===== src/rtl/core_seq_if.sv =====
// Connection bundle between the sequencer and the memory, register-file and ALU
// blocks it drives; the sequencer side is the master.
interface core_seq_if;
    logic [31:0] mem_addr;
    logic        mem_w;
    logic [31:0] mem_w_v;
    logic [31:0] mem_r_v;

    logic        rf_w;
    logic [4:0]  rf_dst;
    logic [4:0]  rf_src1;
    logic [4:0]  rf_src2;
    logic [31:0] rf_w_v;
    logic [31:0] rf_src1_v;
    logic [31:0] rf_src2_v;

    logic        alu_op;
    logic [31:0] alu_a;
    logic [31:0] alu_b;
    logic [31:0] alu_c;
    logic [31:0] alu_out;

    modport master (
        output mem_addr, mem_w, mem_w_v,
        input  mem_r_v,
        output rf_w, rf_dst, rf_src1, rf_src2, rf_w_v,
        input  rf_src1_v, rf_src2_v,
        output alu_op, alu_a, alu_b, alu_c,
        input  alu_out
    );

    modport slave (
        input  mem_addr, mem_w, mem_w_v,
        output mem_r_v,
        input  rf_w, rf_dst, rf_src1, rf_src2, rf_w_v,
        output rf_src1_v, rf_src2_v,
        input  alu_op, alu_a, alu_b, alu_c,
        output alu_out
    );
endinterface


===== src/rtl/core_seq.sv =====
// Multicycle fetch/decode/execute sequencer: owns PC, IR, operand/result latches
// and the retire counter, and steers the external memory, register file and ALU.
module core_seq #(
    parameter logic [31:0] PC_RESET  = 32'd0,
    parameter int unsigned MEM_DEPTH = 4096
) (
    input  logic              clk,
    input  logic              rst_n,
    core_seq_if.master        bus,
    output logic [31:0]       pc,
    output logic              halted,
    output logic [31:0]       retired
);
    localparam logic [31:0] DEPTH = MEM_DEPTH;

    typedef enum logic [2:0] {
        S_FETCH,
        S_DECODE,
        S_EXEC,
        S_WB,
        S_MEMW,
        S_HALT
    } state_t;

    state_t      state;
    state_t      state_next;
    logic [31:0] ir;
    logic [31:0] opa;
    logic [31:0] opb;
    logic [31:0] res;
    logic        rf_w_q;
    logic        mem_w_q;

    logic        f_br;
    logic        f_mem;
    logic        f_we;
    logic        f_op;
    logic [4:0]  f_dst;
    logic [31:0] imm_ext;
    logic [31:0] pc_inc;
    logic [32:0] br_sum;
    logic [31:0] pc_br;
    logic [31:0] res_addr;

    assign f_br    = ir[24];
    assign f_mem   = ir[23];
    assign f_we    = ir[22];
    assign f_op    = ir[21];
    assign f_dst   = ir[14:10];
    assign imm_ext = {{27{ir[19]}}, ir[19:15]};

    // PC arithmetic stays inside [0, MEM_DEPTH); a branch moves at most 16 words,
    // so a single correction in either direction is enough.
    assign pc_inc   = (pc == DEPTH - 32'd1) ? 32'd0 : pc + 32'd1;
    assign br_sum   = {1'b0, pc} + {imm_ext[31], imm_ext};
    assign pc_br    = br_sum[32] ? br_sum[31:0] + DEPTH :
                      (br_sum[31:0] >= DEPTH) ? br_sum[31:0] - DEPTH : br_sum[31:0];
    assign res_addr = res % DEPTH;

    assign bus.rf_dst  = f_dst;
    assign bus.rf_src1 = ir[9:5];
    assign bus.rf_src2 = ir[4:0];
    assign bus.rf_w_v  = f_mem ? bus.mem_r_v : res;
    assign bus.mem_w_v = opb;
    assign bus.alu_op  = f_mem | f_op;
    assign bus.alu_a   = opa;
    assign bus.alu_b   = f_mem ? 32'd0 : opb;
    assign bus.alu_c   = imm_ext;
    assign bus.rf_w    = rf_w_q;
    assign bus.mem_w   = mem_w_q;
    assign halted      = (state == S_HALT);

    always_comb begin
        state_next   = state;
        bus.mem_addr = pc;
        case (state)
            S_FETCH:  state_next = S_DECODE;
            S_DECODE: state_next = (ir == 32'd0) ? S_HALT : S_EXEC;
            S_EXEC: begin
                if (f_br) begin
                    state_next = S_FETCH;
                end else if (f_we) begin
                    state_next = S_WB;
                end else if (f_mem) begin
                    state_next = S_MEMW;
                end else begin
                    state_next = S_FETCH;
                end
            end
            S_WB: begin
                if (f_mem) begin
                    bus.mem_addr = res_addr;
                end
                state_next = S_FETCH;
            end
            S_MEMW: begin
                bus.mem_addr = res_addr;
                state_next   = S_FETCH;
            end
            S_HALT:   state_next = S_HALT;
            default:  state_next = S_FETCH;
        endcase
    end

    // Write strobes are registered one cycle ahead so they are clean for the
    // register file's negedge sample during WB.
    always_ff @(posedge clk or negedge rst_n) begin
        if (!rst_n) begin
            state   <= S_FETCH;
            pc      <= PC_RESET;
            ir      <= 32'd0;
            opa     <= 32'd0;
            opb     <= 32'd0;
            res     <= 32'd0;
            retired <= 32'd0;
            rf_w_q  <= 1'b0;
            mem_w_q <= 1'b0;
        end else begin
            state   <= state_next;
            rf_w_q  <= (state_next == S_WB) && (f_dst != 5'd0);
            mem_w_q <= (state_next == S_MEMW);
            case (state)
                S_FETCH: ir <= bus.mem_r_v;
                S_DECODE: begin
                    opa <= bus.rf_src1_v;
                    opb <= bus.rf_src2_v;
                end
                S_EXEC: begin
                    res <= bus.alu_out;
                    if (f_br) begin
                        pc      <= pc_br;
                        retired <= retired + 32'd1;
                    end else if (!f_we && !f_mem) begin
                        pc      <= pc_inc;
                        retired <= retired + 32'd1;
                    end
                end
                S_WB, S_MEMW: begin
                    pc      <= pc_inc;
                    retired <= retired + 32'd1;
                end
                default: ;
            endcase
        end
    end
endmodule

===== src/flat_wrapper.sv =====
// flat-port wrapper written by rule: the top's interface ports become plain ports
module core_seq_flat 
#(
    parameter logic [31:0] PC_RESET  = 32'd0,
    parameter int unsigned MEM_DEPTH = 4096
)
  (clk, rst_n, pc, halted, retired, bus_mem_addr, bus_mem_w, bus_mem_w_v, bus_mem_r_v, bus_rf_w, bus_rf_dst, bus_rf_src1, bus_rf_src2, bus_rf_w_v, bus_rf_src1_v, bus_rf_src2_v, bus_alu_op, bus_alu_a, bus_alu_b, bus_alu_c, bus_alu_out);
  core_seq_if bus_i ();
  input  logic clk;
  input  logic rst_n;
  output logic [31:0] pc;
  output logic halted;
  output logic [31:0] retired;
  output wire logic [$bits(bus_i.mem_addr)-1:0] bus_mem_addr;
  output wire logic [$bits(bus_i.mem_w)-1:0] bus_mem_w;
  output wire logic [$bits(bus_i.mem_w_v)-1:0] bus_mem_w_v;
  input wire logic [$bits(bus_i.mem_r_v)-1:0] bus_mem_r_v;
  output wire logic [$bits(bus_i.rf_w)-1:0] bus_rf_w;
  output wire logic [$bits(bus_i.rf_dst)-1:0] bus_rf_dst;
  output wire logic [$bits(bus_i.rf_src1)-1:0] bus_rf_src1;
  output wire logic [$bits(bus_i.rf_src2)-1:0] bus_rf_src2;
  output wire logic [$bits(bus_i.rf_w_v)-1:0] bus_rf_w_v;
  input wire logic [$bits(bus_i.rf_src1_v)-1:0] bus_rf_src1_v;
  input wire logic [$bits(bus_i.rf_src2_v)-1:0] bus_rf_src2_v;
  output wire logic [$bits(bus_i.alu_op)-1:0] bus_alu_op;
  output wire logic [$bits(bus_i.alu_a)-1:0] bus_alu_a;
  output wire logic [$bits(bus_i.alu_b)-1:0] bus_alu_b;
  output wire logic [$bits(bus_i.alu_c)-1:0] bus_alu_c;
  input wire logic [$bits(bus_i.alu_out)-1:0] bus_alu_out;
  assign bus_mem_addr = bus_i.mem_addr;
  assign bus_mem_w = bus_i.mem_w;
  assign bus_mem_w_v = bus_i.mem_w_v;
  assign bus_i.mem_r_v = bus_mem_r_v;
  assign bus_rf_w = bus_i.rf_w;
  assign bus_rf_dst = bus_i.rf_dst;
  assign bus_rf_src1 = bus_i.rf_src1;
  assign bus_rf_src2 = bus_i.rf_src2;
  assign bus_rf_w_v = bus_i.rf_w_v;
  assign bus_i.rf_src1_v = bus_rf_src1_v;
  assign bus_i.rf_src2_v = bus_rf_src2_v;
  assign bus_alu_op = bus_i.alu_op;
  assign bus_alu_a = bus_i.alu_a;
  assign bus_alu_b = bus_i.alu_b;
  assign bus_alu_c = bus_i.alu_c;
  assign bus_i.alu_out = bus_alu_out;
  core_seq #(.PC_RESET(PC_RESET), .MEM_DEPTH(MEM_DEPTH)) u_core (.clk(clk), .rst_n(rst_n), .bus(bus_i), .pc(pc), .halted(halted), .retired(retired));
endmodule

===== config.mk =====
export PLATFORM = sky130hd
export DESIGN_NAME = core_seq_flat
export DESIGN_NICKNAME = d
export VERILOG_FILES = /design/src/rtl/core_seq_if.sv /design/src/rtl/core_seq.sv /design/src/flat_wrapper.sv
export SDC_FILE = /design/constraint.sdc
export NUM_CORES = 1
export LEC_CHECK = 0
export CORE_MARGIN = 2
export CORE_UTILIZATION = 30
export DETAILED_ROUTE_END_ITERATION = 6
export GPL_ROUTABILITY_DRIVEN = 0
export GPL_TIMING_DRIVEN = 0
export HOLD_SLACK_MARGIN = 0.05
export PLACE_DENSITY_LB_ADDON = 0.05
export SLEW_MARGIN = 20
export SYNTH_ARGS = -nofsm -noshare
export SYNTH_HDL_FRONTEND = slang
export SYNTH_SLANG_ARGS = --single-unit

===== constraint.sdc =====
create_clock -name clk -period 4.68 [get_ports clk]
set_input_delay 0.702 -clock clk [delete_from_list [all_inputs] [get_ports clk]]
set_output_delay 0.702 -clock clk [all_outputs]
set_load 0.03 [all_outputs]

# Yosys cells after proc, flatten, opt, wreduce, memory -nomap -nowiden

Index checks and enable logic that the tools add are counted.

Register bits after elaboration: 197
Input bits: 130
Output and inout port bits: 275

$add $sub $neg: 5
Magnitude comparators: 1
Equality and inequality tests: 9
Mux-type cells: 18
Bitwise logic cells: 1
Reduce and logical (&&, ||, !) cells: 10

Operator list:

| operator                 | number |
|---|---|
| $mux W32                 | 10 |
| $pmux W32 S2             | 3 |
| $add A32 B1 Y32 const B  | 2 |
| $add A32 B33 Y33         | 1 |
| $add A32 B13 Y32 const B | 1 |
| $eq A32 B12 Y1 const B   | 1 |
| $ge A32 B13 Y1 const B   | 1 |
| $logic_not A32 Y1        | 1 |
| $sub A32 B13 Y32 const B | 1 |
| $mux W3                  | 4 |
| $pmux W3 S4              | 1 |
| $eq A3 B2 Y1 const B     | 3 |
| $eq A3 B3 Y1 const B     | 3 |
| $reduce_bool A5 Y1       | 1 |
| $eq A3 B1 Y1 const B     | 1 |
| $logic_not A3 Y1         | 1 |
| $ne A3 B1 Y1 const B     | 1 |
| $logic_and A1 B1 Y1      | 2 |
| $logic_not A1 Y1         | 2 |
| $reduce_and A2 Y1        | 1 |
| $reduce_bool A2 Y1       | 1 |
| $reduce_or A2 Y1         | 1 |
| $or A1 B1 Y1             | 1 |

# Depth between registers and ports, before layout

Gate-level depths: netlist of the first run.

Word-level depth: 6
Depth in mapped cells: 20
Gate-level depth less buffers: 18

# Worst setup path before layout of the first run

No wires, ideal clock.

Path kind: flip-flop to flip-flop
Start point: reg u_core.ir[19]
End point: reg u_core.pc[16]
Library setup time: 128 ps
Arrival: 4904 ps
Path slack: -351 ps
Stages on the path, launching flop included: 19
Path buffers: 2
Period minus slack after synthesis: 5031 ps
Path through: dfrtp_1 > ha_1 > a21o_1 > a221o_1 > buf_6 > a21oi_4 > xnor2_1 > ha_1 > nand3_1 > a21oi_1 > nand4_1 > or4_1 > nor4_1 > a211oi_1 > and3_1 > buf_4 > o31ai_1 > xnor2_1 > o21ai_1

Word-level cells in the longest chain between the ends: 6
Elaborated cells on any way between the ends: 8
Those cells by class: 3 x add/sub; 1 x order compare; 4 x mux

Ends and longest elaborated chain:

| item                                                      | RTL line        | RTL |
|---|---|---|
| start: declaration                                        | core_seq.sv:27  | `logic [31:0] ir;` |
| start signal: assignment                                  | core_seq.sv:123 | `S_FETCH: ir <= bus.mem_r_v;` |
| $add A32 B33 Y33 (*)                                      | core_seq.sv:55  | `assign br_sum = {1'b0, pc} + {imm_ext[31], imm_ext};` |
| $sub A32 B13 Y32 / $ge A32 B13 Y1 (equally long branches) | core_seq.sv:57  | `(br_sum[31:0] >= DEPTH) ? br_sum[31:0] - DEPTH : br_sum[31:0];` |
| $mux W32                                                  | core_seq.sv:57  |  |
| $mux W32 (*)                                              | core_seq.sv:56  | `assign pc_br = br_sum[32] ? br_sum[31:0] + DEPTH :` |
| $mux W32 (*)                                              | core_seq.sv:130 | `if (f_br) begin` |
| $pmux W32 S2 (*)                                          | core_seq.sv:122 | `case (state)` |
| end signal: assignment                                    | core_seq.sv:131 | `pc <= pc_br;` |
| end signal: assignment                                    | core_seq.sv:134 | `pc <= pc_inc;` |
| end signal: assignment                                    | core_seq.sv:139 | `pc <= pc_inc;` |
| end: declaration                                          | core_seq.sv:10  | `output logic [31:0] pc,` |

Mark *: on every way between the ends. The rest lies on a longest branch, timed or not.
A chain may end at the register's enable or synchronous reset.

# Worst setup path in the final report of the first run

Start point: reg u_core.ir[15]
End point: reg u_core.pc[17]

The elaborated chain is that of the path after synthesis.

==> results.md, run 1 <==
- GR Overflow Total: 0
- Max Root-Sink Buffers: 2
- Startpoint types: flip-flop
- First-pass GRT wire length: roughly 73000 um
- Synthesized cell area: between 10000 and 15000 um2
- Row count: 75
- Dpl hpwl: 37400 um
- Skew-Pair Late Insertion Delay: between 0.4 and 0.5 ns
- # diodes: 0
- Yosys top cell by area: dfrtp_1
- Distinct cells, synth: 81
- CP required: between 4 and 5 ns
- DR vias/cell: slightly above 5
- Vias in the first global route: ~12000
- I/O Buffers: 404
- Worst slew pin tran: 0.967 ns
- DRC Markers: 0
- Arrival time worst endpoint: 4.86 ns
- Largest net degree at the start of global routing: 85
- Fin nets: between 1500 and 2000
- Final setup fails: 0
- Most frequent cells in the layout: clkdlybuf4s50_1, dfrtp_1, mux2_2
- Commonest non-fill, non-tap cell in the layout: clkdlybuf4s50_1
- Final slew viol count: 0
- Drt total wl: 48700 um
- Die area: approximately 44000 um2
- Post-synth EDFFs: 0
- CTS tree: done
- Max Clock Freq: roughly 220 MHz
- CTS root buffer: clkbuf_16
- R2r endpoint: u_core.pc[17]
- Hold buffers post-CTS: 0
- DRT iter0 DRCs: 600
- CTS Buf Count: 17
- Core box area: around 42000 um2
- Drt first pass iters: 5
- Avg Cell Area, Syn: between 9 and 10 um2
- Total track usage: 0.220
- R2R Setup Slk: approximately 0.13 ns
- Sequential area share after synthesis: 0.390
- Hold Violations, Final: 0
- Detailed-route via count: 11700
- Area contributors post-synth: dfrtp_1, mux2_2, ha_1
- Share of cells above drive strength 1: 0.202
- Relative slew slack: 0.351
- Setup TNS: 0 ns
- Status: finished, final reports clean
- CP Max Fanout: 5
- Worst reg-to-reg path cell count: 20
- Max-cap violations: 0
- Hold crit path type: input pin to asynchronous set/reset pin
- Post-synth net total: approximately 1400
- CP Class: flip-flop to flip-flop
- Top-area cell type share of the netlist area: 0.390
- Die Y-Extent: around 210 um
- Tcrit/Tclk final: 0.972
- Crit end category: flip-flop
- Final Critical Period: about 4.5 ns
- Wirelength per Cell: about 21 um
- ANT nets after route: 0
- Layout area overhead: 46.5%
- Sink Count: 197
- Worst flop-to-flop path startpoint: u_core.ir[15]
- Yosys warnings: 0
- WHS: about 0.13 ns
- Main synth FF type: dfrtp_1
- Worst-path clk slew: roughly 0.080 ns
- Final Skew: approximately 0.013 ns
- Post-Syn Instances: ~1300
- IO Pins: just over 400
- Initial Util: 0.302
- Synth Register Bits: around 200
- Initial antenna violation count: 0
- CTS H-Tree Depth: 4
- Ys async rst share: 1.00
- Die X: about 210 um
- Post-Route Utilization: 0.443
==> per-stage QoR <==
step,std cells,worst slack (ns),cell area (um2)
after detailed placement,2226,-0.773,17400
final,2275,0.131,18500
after CTS,2259,0.0145,18100
after global routing,2275,-0.00703,18500
after global placement,2224,-7.33,17300
after floorplan,1281,0.150,12600
==> kinds of logic (layout without fill, tap and decap cells) <==
| family | count (synthesis) | count (layout) | synth area share |
|---|---|---|---|
| compound gates | 255 | 255 | 0.133 |
| fa+ha+maj | 38 | 38 | 0.0383 |
| flops | 197 | 197 | 0.390 |
| mux | 178 | 178 | 0.158 |
| simple gates | 423 | 423 | 0.180 |
| xor+xnor | 68 | 68 | 0.0472 |
| buf+inv | 122 | 577 | 0.0528 |
==> critical path: stages, from the launching register on <==
cell and delay (ns):
dfrtp_2 0.45, ha_4 0.19, fa_2 0.35, a21o_1 0.19, a221o_1 0.31, buf_6 0.14, a21oi_4 0.20, xnor2_4 0.19
ha_4 0.19, nand3_2 0.07, a21oi_2 0.12, nand4_1 0.10, or4_4 0.58, nor4_4 0.31, a211oi_2 0.12, buf_4 0.19
nand3_4 0.08, buf_2 0.18, a22o_1 0.15, xnor2_1 0.16, o22ai_1 0.11
==> how the worst max path moves through the flow <==
stage / startpoint / slack, ns / endpoint
floorplan: u_core.ir[19] / 0.15 / u_core.pc[16]
global placement: rst_n / -7.33 / u_core.ir[19]
detailed placement: u_core.ir[19] / -0.77 / u_core.pc[16]
CTS: u_core.ir[15] / 0.01 / u_core.pc[23]
global route: u_core.ir[15] / -0.007 / u_core.pc[16]
finish: u_core.ir[15] / 0.13 / u_core.pc[17]
==> state kept, by name (all words and copies together), names as in the netlist <==
| name | count |
|---|---|
| u_core.bus.mem_w | 1 |
| u_core.res | 32 |
| u_core.bus.alu_a | 32 |
| u_core.state | 3 |
| u_core.bus.mem_w_v | 32 |
| u_core.bus.rf_w | 1 |
| u_core.ir | 32 |
| u_core.pc | 32 |
| u_core.retired | 32 |
==> metal layers <==
layer  global-route usage  up-vias  share of wire
li1                     -     5542              -
met1                0.291     5696           0.45
met2                0.355      400           0.47
met3               0.0589       39          0.067
met4               0.0544        0          0.018
met5                    0        -              0
==> cell usage after synthesis (6+ instances only) <==
master and count:
dfrtp_1 197, mux2_2 173, nand2_1 85, nor2_1 62
o21ai_0 60, a21oi_1 58, buf_4 49, nand3_1 46
clkbuf_1 44, xnor2_1 43, and2_1 38, ha_1 37
nor2b_1 37, and3_1 35, nor3_1 30, nand4_1 29
xor2_1 25, inv_1 18, nor4_1 18, a211oi_1 13
a31oi_1 12, a21o_1 11, o21ai_1 11, o211ai_1 9
a22o_1 7, o22ai_1 7, or3_1 7, buf_1 6
o221ai_1 6
==> what timing repair did <==
| action | CTS | global route |
|---|---|---|
| resized for setup | 15 | 43 |
| setup buffers | 5 | 19 |
| pin swaps | 4 | 14 |
| setup endpoints to repair | 20 | 20 |
| cloned | 0 | 1 |
==> area by class of cell <==
class | count | area, um2
clock inverters | 11 | 138
clock buffers | 20 | 467
flip-flops and latches | 197 | 4940
repair buffers | 431 | 4340
well taps | 539 | 674
inverters | 18 | 67.6
plain buffers | 97 | 577
fillers | 4084 | 23300
multi-input cells | 962 | 7300
Power of run 1 is left out: the tool's default activity adds up to more than one toggle a clock period on the data nets, which glitch-free logic cannot reach.
==> run 2: changes to the inputs <==
- CORE_MARGIN: 2 -> 5
- CORE_UTILIZATION: 30 -> 43
==> results.md, run 2 (synthesis results as in run 1) <==
- I/O Buffers: 404
- CTS root buffer: clkbuf_16
- Detailed-route via count: ~12000
- Final slew viol count: 0
- ANT nets after route: 0
- Sink Count: 197
- Final Skew: 0.0143 ns
- CP Class: flip-flop to flip-flop
- Die X: 181 um
- Die area: about 33000 um2
- Crit end category: flip-flop
- Most frequent cells in the layout: clkdlybuf4s50_1, dfrtp_1, mux2_2
- Startpoint types: flip-flop
- Drt total wl: 45000 um
- CP Max Fanout: 16
- Share of cells above drive strength 1: 0.184
- Post-route cell area: 18100 um2
- Worst-path clk slew: approximately 0.08 ns
- Fin nets: roughly 1900
- Max Clock Freq: 223 MHz
- Max Root-Sink Buffers: 2
- Core box area: 28900 um2
- Wirelength per Cell: roughly 21 um
- Number of fillers in the final layout: 2488
- # diodes: 0
- Worst reg-to-reg path cell count: 19
- Layout area overhead: 43.1%
- Initial Util: 0.438
- Placed inst area: 17200 um2
- Total track usage: 0.266
- Final Critical Period: roughly 4.5 ns
- Row count: 62
- Largest net degree at the start of global routing: 92
- Drt first pass iters: 6
- Final setup fails: 0
- Arrival time worst endpoint: 4.77 ns
- R2R Setup Slk: between 0.15 and 0.2 ns
- Max-cap violations: 0
- Slowest CP cell: dfrtp_4
- Skew-Pair Late Insertion Delay: around 0.45 ns
- Cell mode on critical path: a21oi_2
- Worst flop-to-flop path startpoint: u_core.ir[19]
- Tcrit/Tclk final: 0.958
- Status: finished, final reports clean
- Post-Route Utilization: 0.626
- DRT iter0 DRCs: 955
- Worst slew pin tran: ~0.86 ns
- CP required: 4.97 ns
- CTS tree: done
- Worst path bufs/invs: 2
- Cells along the critical path: ha_1, a21oi_2, o21ai_1, a21oi_1, nand2_1, xor2_1, inv_1, ha_2, nand3_1, a21oi_2, nand4_1, or4_4, nor4_4, a211oi_4, and3_1, buf_4, o31ai_4, xnor2_1, o221ai_1
- Hold buffers post-CTS: 0
- Setup TNS: 0 ns
- RSZ-0062 raised after global routing: true
- Slowest stage delay, CP: around 0.60 ns
- Dpl hpwl: roughly 35000 um
- IO Pins: 405
- DRC Markers: 0
- CP startpoint: u_core.ir[19]
- Relative slew slack: 0.425
- Hold crit path type: input pin to asynchronous set/reset pin
- R2r endpoint: u_core.pc[24]
- Vias in the first global route: between 10000 and 15000
- Post-Place Cells: around 2100
- GR Overflow Total: 0
- CTS Buf Count: 17
- Multi-input gate area: ~7000 um2
- CTS H-Tree Depth: 4
- Register Area: 4940 um2
- DR vias/cell: around 5.6
- Hold Violations, Final: 0
- Commonest non-fill, non-tap cell in the layout: clkdlybuf4s50_1
- First-pass GRT wire length: 69600 um
- Die Y-Extent: about 180 um
- Cell family with most CP delay: simple AND/OR/NAND/NOR gates
- Cell Count, Final, Fillers Out: roughly 2100
- Initial antenna violation count: 0
run 2: cell types whose count changed in the layout (fill, tap and decap cells not counted), sizes merged:
| cell | change |
|---|---|
| buf | -15 |
| clkinv | +5 |
| inv | -4 |
| clkinvlp | -3 |
| bufinv | +2 |
| clkbuf | +1 |
run 2: final cells by class:
cell class / count / share of cell area
timing repair buffer: 416 / 0.232
inverter: 18 / 0.00374
sequential: 197 / 0.273
buffer: 97 / 0.0317
clock inverter: 11 / 0.00963
multi-input combinational: 962 / 0.397
clock buffer: 21 / 0.0255
tap: 384 / 0.0266
run 2: worst max path at each step:
| stage | end | cells after the start | slack (ns) |
|---|---|---|---|
| 2_1_floorplan | u_core.pc[16] | 18 | 0.15 |
| 3_3_place_gp | u_core.ir[19] | 1 | -6.61 |
| 3_5_place_dp | u_core.pc[16] | 18 | -0.88 |
| 4_1_cts | u_core.pc[23] | 20 | 0.005 |
| 5_1_grt | u_core.pc[29] | 13 | -0.009 |
| 6_report | u_core.pc[24] | 19 | 0.20 |
run 2: stage by stage:
stage,setup slack (ns),hold WS [ns]
2_1_floorplan,0.150,0.406
3_3_place_gp,-6.61,0.464
3_5_place_dp,-0.881,0.472
4_1_cts,0.00526,0.0875
5_1_grt,-0.00931,0.0992
6_report,0.198,0.102
run 2: layer usage:
| layer | part of all wire | GRT usage | wire length, um | vias to the layer above |
|---|---|---|---|---|
| met3 | 0.077 | 0.0702 | 3460 | 46 |
| met4 | 0.019 | 0.0627 | 854 | 0 |
| li1 | - | - | - | 5506 |
| met2 | 0.48 | 0.447 | 21800 | 455 |
| met1 | 0.42 | 0.343 | 18900 | 5740 |
| met5 | 0 | 0 | 0 | - |
run 2: repair_timing:
item,CTS,global route
setup endpoints to repair,20,20
setup buffers,6,4
resized for setup,14,18
pin swaps,3,5
hold endpoints to repair,0,0
run 2: worst register-to-register path: stages (launching register included):
cell and delay (ns):
dfrtp_4 0.60, ha_1 0.44, a21oi_2 0.27, o21ai_1 0.13, a21oi_1 0.22, nand2_1 0.09
xor2_1 0.19, inv_1 0.13, ha_2 0.19, nand3_1 0.08, a21oi_2 0.12, nand4_1 0.11
or4_4 0.53, nor4_4 0.24, a211oi_4 0.12, and3_1 0.20, buf_4 0.18, o31ai_4 0.19
xnor2_1 0.15, o221ai_1 0.15
Power of run 2 is left out for the same reason.
